===== src/rtl/mem_bus_arbiter_pkg.sv =====
// Shared configuration for the memory-port arbiter: default sizing and the
// arbiter state encoding. No ports; imported by mem_bus_arbiter.
package mem_bus_arbiter_pkg;

    localparam int unsigned ADDR_W_DEF       = 32;
    localparam int unsigned DATA_W_DEF       = 32;
    localparam int unsigned BURST_LEN_DEF    = 4;
    localparam int unsigned STARVE_LIMIT_DEF = 4;

    // One-hot so any corrupted pattern is caught by the default arm and
    // steered back to IDLE.
    typedef enum logic [3:0] {
        ST_IDLE    = 4'b0001,
        ST_GRANT_I = 4'b0010,
        ST_GRANT_D = 4'b0100,
        ST_DONE    = 4'b1000
    } arb_state_e;

endpackage


===== src/rtl/mem_bus_arbiter.sv =====
// Shares one main-memory port between I-cache refill bursts and D-cache
// refill/writeback bursts. D has fixed priority; once D has won STARVE_LIMIT
// bursts in a row while I was waiting, I is forced through.
//
// Ports:
//   clock, reset           posedge clock, async active-low reset
//   i_req/i_addr           I read-burst request (level) and base address
//   i_gnt/i_rvalid/i_rdata I owns the port / read beat valid / read data
//   i_done                 one-cycle pulse at end of an I burst
//   d_req/d_we/d_addr      D burst request, write flag, base address
//   d_wdata                D write beat for the index shown on d_beat
//   d_gnt/d_beat           D owns the port / current beat index
//   d_rvalid/d_rdata       D refill beat valid / read data
//   d_done                 one-cycle pulse at end of a D burst
//   mem_req/mem_we         beat request / beat is a write
//   mem_addr/mem_wdata     beat address / beat write data
//   mem_ready/mem_rdata    beat completed / read data
module mem_bus_arbiter
    import mem_bus_arbiter_pkg::*;
#(
    parameter int unsigned ADDR_W       = ADDR_W_DEF,
    parameter int unsigned DATA_W       = DATA_W_DEF,
    parameter int unsigned BURST_LEN    = BURST_LEN_DEF,
    parameter int unsigned STARVE_LIMIT = STARVE_LIMIT_DEF
) (
    input  logic                         clock,
    input  logic                         reset,
    input  logic                         i_req,
    input  logic [ADDR_W-1:0]            i_addr,
    output logic                         i_gnt,
    output logic                         i_rvalid,
    output logic [DATA_W-1:0]            i_rdata,
    output logic                         i_done,
    input  logic                         d_req,
    input  logic                         d_we,
    input  logic [ADDR_W-1:0]            d_addr,
    input  logic [DATA_W-1:0]            d_wdata,
    output logic                         d_gnt,
    output logic [$clog2(BURST_LEN)-1:0] d_beat,
    output logic                         d_rvalid,
    output logic [DATA_W-1:0]            d_rdata,
    output logic                         d_done,
    output logic                         mem_req,
    output logic                         mem_we,
    output logic [ADDR_W-1:0]            mem_addr,
    output logic [DATA_W-1:0]            mem_wdata,
    input  logic                         mem_ready,
    input  logic [DATA_W-1:0]            mem_rdata
);

    localparam int unsigned BEAT_W   = $clog2(BURST_LEN);
    localparam int unsigned STEP     = DATA_W / 8;
    localparam int unsigned STREAK_W = $clog2(STARVE_LIMIT + 1);

    // Burst base is aligned to the whole burst footprint.
    localparam logic [ADDR_W-1:0]   ALIGN_MASK = ~ADDR_W'(BURST_LEN * STEP - 1);
    localparam logic [BEAT_W-1:0]   LAST_BEAT  = BEAT_W'(BURST_LEN - 1);
    localparam logic [STREAK_W-1:0] STREAK_MAX = STREAK_W'(STARVE_LIMIT);

    arb_state_e          state;
    logic [BEAT_W-1:0]   beat;
    logic [STREAK_W-1:0] streak;
    logic [ADDR_W-1:0]   base;
    logic                we;
    logic                own_d;   // which side owns the DONE cycle

    logic i_starved;
    assign i_starved = i_req && (streak == STREAK_MAX);

    always_ff @(posedge clock or negedge reset) begin
        if (!reset) begin
            state  <= ST_IDLE;
            beat   <= '0;
            streak <= '0;
            base   <= '0;
            we     <= 1'b0;
            own_d  <= 1'b0;
        end else begin
            case (state)
                ST_IDLE: begin
                    if (d_req && !i_starved) begin
                        state <= ST_GRANT_D;
                        own_d <= 1'b1;
                        base  <= d_addr & ALIGN_MASK;
                        we    <= d_we;
                        // Streak only counts D wins that made I wait.
                        if (!i_req)
                            streak <= '0;
                        else if (streak != STREAK_MAX)
                            streak <= streak + 1'b1;
                    end else if (i_req) begin
                        state  <= ST_GRANT_I;
                        own_d  <= 1'b0;
                        base   <= i_addr & ALIGN_MASK;
                        we     <= 1'b0;
                        streak <= '0;
                    end
                end
                ST_GRANT_I, ST_GRANT_D: begin
                    // Beat counter wraps to 0 on the last beat (power-of-2 length).
                    if (mem_ready) begin
                        beat <= beat + 1'b1;
                        if (beat == LAST_BEAT)
                            state <= ST_DONE;
                    end
                end
                ST_DONE: state <= ST_IDLE;
                default: state <= ST_IDLE;
            endcase
        end
    end

    logic in_gi, in_gd, in_done;
    assign in_gi   = (state == ST_GRANT_I);
    assign in_gd   = (state == ST_GRANT_D);
    assign in_done = (state == ST_DONE);

    assign i_gnt  = in_gi | (in_done & ~own_d);
    assign d_gnt  = in_gd | (in_done &  own_d);
    assign i_done = in_done & ~own_d;
    assign d_done = in_done &  own_d;

    assign mem_req   = in_gi | in_gd;
    assign mem_we    = in_gd & we;
    assign mem_addr  = mem_req ? (base + ADDR_W'(beat) * ADDR_W'(STEP)) : '0;
    assign mem_wdata = mem_we ? d_wdata : '0;
    assign d_beat    = in_gd ? beat : '0;

    // Read data is gated to the owning reader so idle/reset outputs stay 0.
    assign i_rvalid = in_gi & mem_ready;
    assign i_rdata  = in_gi ? mem_rdata : '0;
    assign d_rvalid = in_gd & ~we & mem_ready;
    assign d_rdata  = (in_gd & ~we) ? mem_rdata : '0;

endmodule

===== config.mk =====
export PLATFORM = sky130hd
export DESIGN_NAME = mem_bus_arbiter
export DESIGN_NICKNAME = d
export VERILOG_FILES = /design/src/rtl/mem_bus_arbiter_pkg.sv /design/src/rtl/mem_bus_arbiter.sv
export SDC_FILE = /design/constraint.sdc
export NUM_CORES = 1
export LEC_CHECK = 0
export ABC_AREA = 1
export BUFFER_PORTS_ARGS = -buffer_cell sky130_fd_sc_hd__buf_4
export CAP_MARGIN = 15
export CORE_AREA = 2 2 105 107
export DETAILED_ROUTE_END_ITERATION = 16
export DIE_AREA = 0 0 107 109
export GPL_TIMING_DRIVEN = 1
export PLACE_DENSITY_LB_ADDON = 0.05
export SLEW_MARGIN = 20
export SYNTH_ARGS = -nofsm -noshare
export SYNTH_HDL_FRONTEND = slang
export SYNTH_SLANG_ARGS = --single-unit

===== constraint.sdc =====
create_clock -name clock -period 1.9 [get_ports clock]
set_input_delay 0.19 -clock clock [delete_from_list [all_inputs] [get_ports clock]]
set_output_delay 0.19 -clock clock [all_outputs]
set_load 0.02 [all_outputs]

==> results of run 1 <==
worst min-delay path, delay by kind of cell:
kind	cells	cell delay, ps
buf+inv	1	80
compound gates	1	70
simple gates	1	60
registers in the layout, indices dropped and copies added (netlist names):
name,cells
base,28
state,4
streak,3
beat,2
own_d,1
we,1
final cells by class:
cell class                      instances  area, um2
Timing Repair Buffer                  273       2080
Inverter                               79        299
Tap cell                              140        175
Sequential cell                        39        977
Fill cell                            1101       5430
Clock buffer                            6       82.6
Clock inverter                          2       35.0
Multi-Input combinational cell        355       1530
how the worst min path moves through the flow:
stage | endpoint | slack, ps | cells past startpoint
2_1_floorplan | base[10] | -110 | 0
3_3_place_gp | base[20] | 200 | 1
3_5_place_dp | base[20] | 200 | 1
4_1_cts | we | 150 | 3
5_1_grt | we | 150 | 3
6_report | we | 150 | 3
power by group:
group,internal [mW],total (mW),leakage (nW),switching [mW]
registers,1.22,1.41,0.491,0.190
logic,1.12,2.78,2.72,1.66
clock network,0.425,0.718,0.0612,0.293
total,2.76,4.90,3.27,2.14
kinds of logic (layout without fill, tap and decap cells):
family	Yosys count	in the layout	share of synthesized area
buffers and inverters	109	360	0.160
AND/OR/NAND/NOR	310	310	0.404
AO/OA/AOI/OAI	39	39	0.0905
flip-flops	39	39	0.329
other	1	2	0.00126
XOR/XNOR	1	1	0.00295
adder cells (fa/ha/maj)	3	3	0.0126
through the flow:
stage	hold WS [ps]	util	total power, mW	instance area [um2]
after floorplan	-106	-	3.11	2980
after global routing	151	0.488	5.32	5180
after detailed placement	205	0.475	4.22	5040
after global placement	199	0.475	4.18	5040
after CTS	149	0.488	4.96	5170
final	151	0.488	4.90	5180
Yosys cell counts (5+ instances only):
master / number / area (um2)
a21boi_0: 16 / 120
a21boi_1: 12 / 90.1
buf_2: 14 / 70.1
buf_4: 5 / 37.5
clkbuf_1: 7 / 26.3
dfrtp_1: 38 / 951
inv_1: 75 / 282
nand2_1: 188 / 706
nand3_1: 9 / 45.0
nor2_1: 107 / 402
o21ai_0: 7 / 35.0
metal layers:
layer / vias to the layer above / track usage
li1: 1957 / -
met1: 1671 / 0.202
met2: 130 / 0.342
met3: 14 / 0.0502
met4: 0 / 0.0510
met5: - / 0
repair_timing:
| item | 4_1_cts | 5_1_grt |
|---|---|---|
| endpoints found under the setup margin | 5 | 49 |
| endpoints found under the hold margin | 38 | 0 |
| hold buffers | 1 | 0 |
| resized for setup | 2 | 4 |
==> metrics.yaml, run 1 <==
grt.overflow.total: 0
die_x_um: 107
yosysWarnings: 0
routed_via_density: 4.22
track_usage: 0.183
slew_viol_final: 0
die_h_um: 109
ys_seq_elements: 39
routed-via-count: 3772
r2r-end: "state[2]"
drc_errors: 0
root_buffer: "clkbuf_8"
core_um2: 10600
cp_top_family: "buffers and inverters"
cp-start-kind: "flop"
finalSetupViolations: 0
avgRoutedWirePerCell_um: 12.6
post_cts_buffers: 0
layout_setup_ws_ps: 127
r2r_cells: 8
drt_iter0_markers: 188
dr.max_layer_used: "met4"
dr.pass1.iters: 4
initial_core_util: 0.280
cpPeakStageDelay_ps: 400
antenna_found_initial: 0
insertion_delay_ps: 290
num_antenna_cells: 0
cellLeakagePower_nw: 3.27
path_buf_inv: 3
max_slew_margin: 0.666
final_cells: 894
worstPathCellList: "inv_2 > nor2_1 > nand2_2 > buf_12 > a21boi_0 > buf_4"
grt_pass1_wl_um: 17000
antenna_left: 0
dpl_worst_slack_ps: 300
ir_drop_v: 0.000489
final_common_cell: "buf_4"
dr_wl_met2_um: 5770
routed_wl_um: 11200
crit_cells: 6
required_ps: 1710
drive_gt1_frac: 0.387
power_density_nw_per_um2: 946
postSynthCellCount: 502
rsz0062_at_grt: "no"
cts_tree: "yes"
dieArea_um2: 11700
rrSetupSlack_ps: 360
cap_violations: 0
cts_sinks: 39
worstPathMaxFanout: 54
rows: 38
fin_crit_sh: 0.933
r2r-start: "state[0]"
wl_met3_um: 875
drt-met1-wl_um: 4350
clk_pin_slew_ps: 70
max_freq_mhz: 564
endpoint: "mem_addr[30]"
grt_max_degree: 55
skew_ps: 6.92
grt_pass1_vias: 3405
finalHoldViolCount: 0
worstHoldStart: "d_we"
synth_edf_count: 0
synth_area_um2: 2970
port_buffers: 261
ios: 272
status: "complete, no violations"
crit_path_end_kind: "output pin"
syn_avg_cell_area_um2: 5.92
final_cell_mix: "269 x buf_4, 187 x nand2_1, 106 x nor2_1, 75 x inv_1, 38 x dfrtp_1"
dpl.hpwl_um: 8860
clockBufferDepth: 2
totalNegativeSetupSlack_ps: 0
critPathKind: "flop to output pin"
hold_class: "input port to flop"
critPathLaunch: "state[1]"
syn_to_final_growth_pct: 74.2
cts_buffers: 5
fin_crit_ps: 1770
nNetsFinal: 890
tightest_slew_ps: 501
synthArstFlopShare: 1.00
yosysSeqAreaShare: 0.329
ys_types: 23
gp_congestion: 0.821
slowest_stage: "dfrtp_1"
synthFlopType: "dfrtp_1"
placed_cells: 885
htreeDepth: 2
arrival_ps: 1580
Power figures use the tool's default switching activity.
==> inputs of run 2 (changes only) <==
--- a/config.mk
+++ b/config.mk
@@ -8,9 +8,9 @@
 export ABC_AREA = 1
 export BUFFER_PORTS_ARGS = -buffer_cell sky130_fd_sc_hd__buf_4
 export CAP_MARGIN = 15
-export CORE_AREA = 2 2 105 107
+export CORE_AREA = 2 2 106 108
 export DETAILED_ROUTE_END_ITERATION = 16
-export DIE_AREA = 0 0 107 109
+export DIE_AREA = 0 0 108 110
 export GPL_TIMING_DRIVEN = 1
 export PLACE_DENSITY_LB_ADDON = 0.05
 export SLEW_MARGIN = 20
==> metrics.yaml, run 2 (synthesis results as in run 1) <==
dr.max_layer_used: "met4"
p_clk_frac: 0.149
switching_power_mw: 2.15
critPathKind: "flop to output pin"
grt_pass1_wl_um: 16600
finalHoldViolCount: 0
pwr-share-comb: 0.560
seqPwrFrac: 0.292
totalNegativeSetupSlack_ps: 0
cp-start-kind: "flop"
power.total_mw: 4.83
initial_core_util: 0.278
grt.overflow.total: 0
skew_ps: 11.6
required_ps: 1710
final_common_cell: "buf_4"
port_buffers: 261
crit_path_end_kind: "output pin"
drt-met1-wl_um: 4420
cts_buffers: 5
nNetsFinal: 888
cap_violations: 0
routed-via-count: 3753
dr.pass1.iters: 4
gp_congestion: 0.794
grt_max_degree: 40
slew_viol_final: 0
max_freq_mhz: 557
die_h_um: 110
ir_drop_v: 0.000492
avgRoutedWirePerCell_um: 12.7
post_cts_buffers: 0
tightest_slew_ps: 561
antenna_left: 0
largest_reg_flops: 28
max_slew_margin: 0.626
rsz0062_at_grt: "no"
cts_tree: "yes"
p_int_mw: 2.68
largestRegisters: "base (28), state (4), streak (3)"
dpl.hpwl_um: 8910
drt_iter0_markers: 186
fillers: 1128
dr_wl_met2_um: 5820
hold_class: "input port to flop"
path_common_cell: "buf_4"
routed_wl_um: 11400
root_buffer: "clkbuf_8"
wl_met3_um: 939
clk_pin_slew_ps: 80
track_usage: 0.176
worstPathMaxFanout: 21
cts_sinks: 39
htreeDepth: 2
dpl_cell_area_um2: 5010
fin_crit_ps: 1790
cellLeakagePower_nw: 3.25
swShare: 0.445
regMostFlops: "base"
antenna_found_initial: 0
power_density_nw_per_um2: 939
die_x_um: 108
drc_errors: 0
grt_pass1_vias: 3303
fin_area_um2: 5150
finalSetupViolations: 0
dieArea_um2: 11900
arrival_ps: 1600
final_cell_mix: "269 x buf_4, 187 x nand2_1, 105 x nor2_1, 75 x inv_1, 38 x dfrtp_1"
core_um2: 10700
syn_to_final_growth_pct: 73.2
rows: 38
num_antenna_cells: 0
insertion_delay_ps: 300
fin_crit_sh: 0.945
worstPathCellList: "nor2_2 > nand2_2 > buf_4 > o21ai_0 > buf_4"
clockBufferDepth: 2
cpPeakStageDelay_ps: 550
drive_gt1_frac: 0.387
status: "complete, no violations"
slowest_stage: "dfstp_2"
routed_via_density: 4.21
ios: 272
run 2: cell types whose count changed in the layout (fill, tap and decap cells not counted), sizes merged:
cell	before	now
clkbuf	6	5
clkinvlp	0	1
clkinv	1	0
buf	272	270
inv	79	80
run 2: metal layers:
layer | vias up | global-route usage
li1 | 1951 | -
met1 | 1650 | 0.202
met2 | 140 | 0.326
met3 | 12 | 0.0482
met4 | 0 | 0.0421
met5 | - | 0
run 2: cell type report:
cell class	count	area [um2]	share of cell area
flip-flops and latches	39	977	0.190
repair buffers	271	2050	0.398
clock buffers	5	68.8	0.0134
multi-input cells	355	1530	0.297
clock inverters	3	46.3	0.00900
well taps	140	175	0.0340
inverters	79	299	0.0581
run 2: path summary, 6_finish.rpt:
path / slack (ps) / from / to / cells past startpoint
worst max-delay path: 110 / state[0] / d_gnt / 5
worst min-delay path: 130 / d_we / we / 3
worst max register to register: 250 / state[0] / own_d / 5
worst min register to register: 480 / base[22] / base[22] / 2
max in group asynchronous: 1120 / reset / state[0] / 2
min in group asynchronous: 400 / reset / base[18] / 2
run 2: power by group through the flow:
stage               logic, mW  clock network, mW  registers [mW]
floorplan                1.74                  0            1.37
global placement         2.70                  0            1.41
detailed placement       2.74                  0            1.42
CTS                      2.75              0.743            1.41
global route             3.02              0.776            1.46
finish                   2.70              0.720            1.41
run 2: what timing repair did:
action / 4_1_cts / 5_1_grt
hold endpoints to repair: 38 / 0
hold buffers: 1 / 0
setup endpoints to repair: 2 / 61
gates resized for setup: 1 / 5
run 2: metrics by stage:
step | utilization | std cells | setup WS (ps) | hold WS [ps]
after global routing | 0.481 | 892 | 13.4 | 158
after CTS | 0.481 | 892 | 46.0 | 122
after detailed placement | 0.469 | 883 | 221 | 204
after floorplan | - | 503 | 295 | -106
after global placement | 0.469 | 883 | 272 | 200
final | 0.481 | 892 | 105 | 126
run 2: worst max-delay path, delay by kind of cell, from the launching register on:
family | cells | cell delay (ps)
flops | 1 | 550
compound gates | 1 | 160
buf+inv | 2 | 450
simple gates | 2 | 150
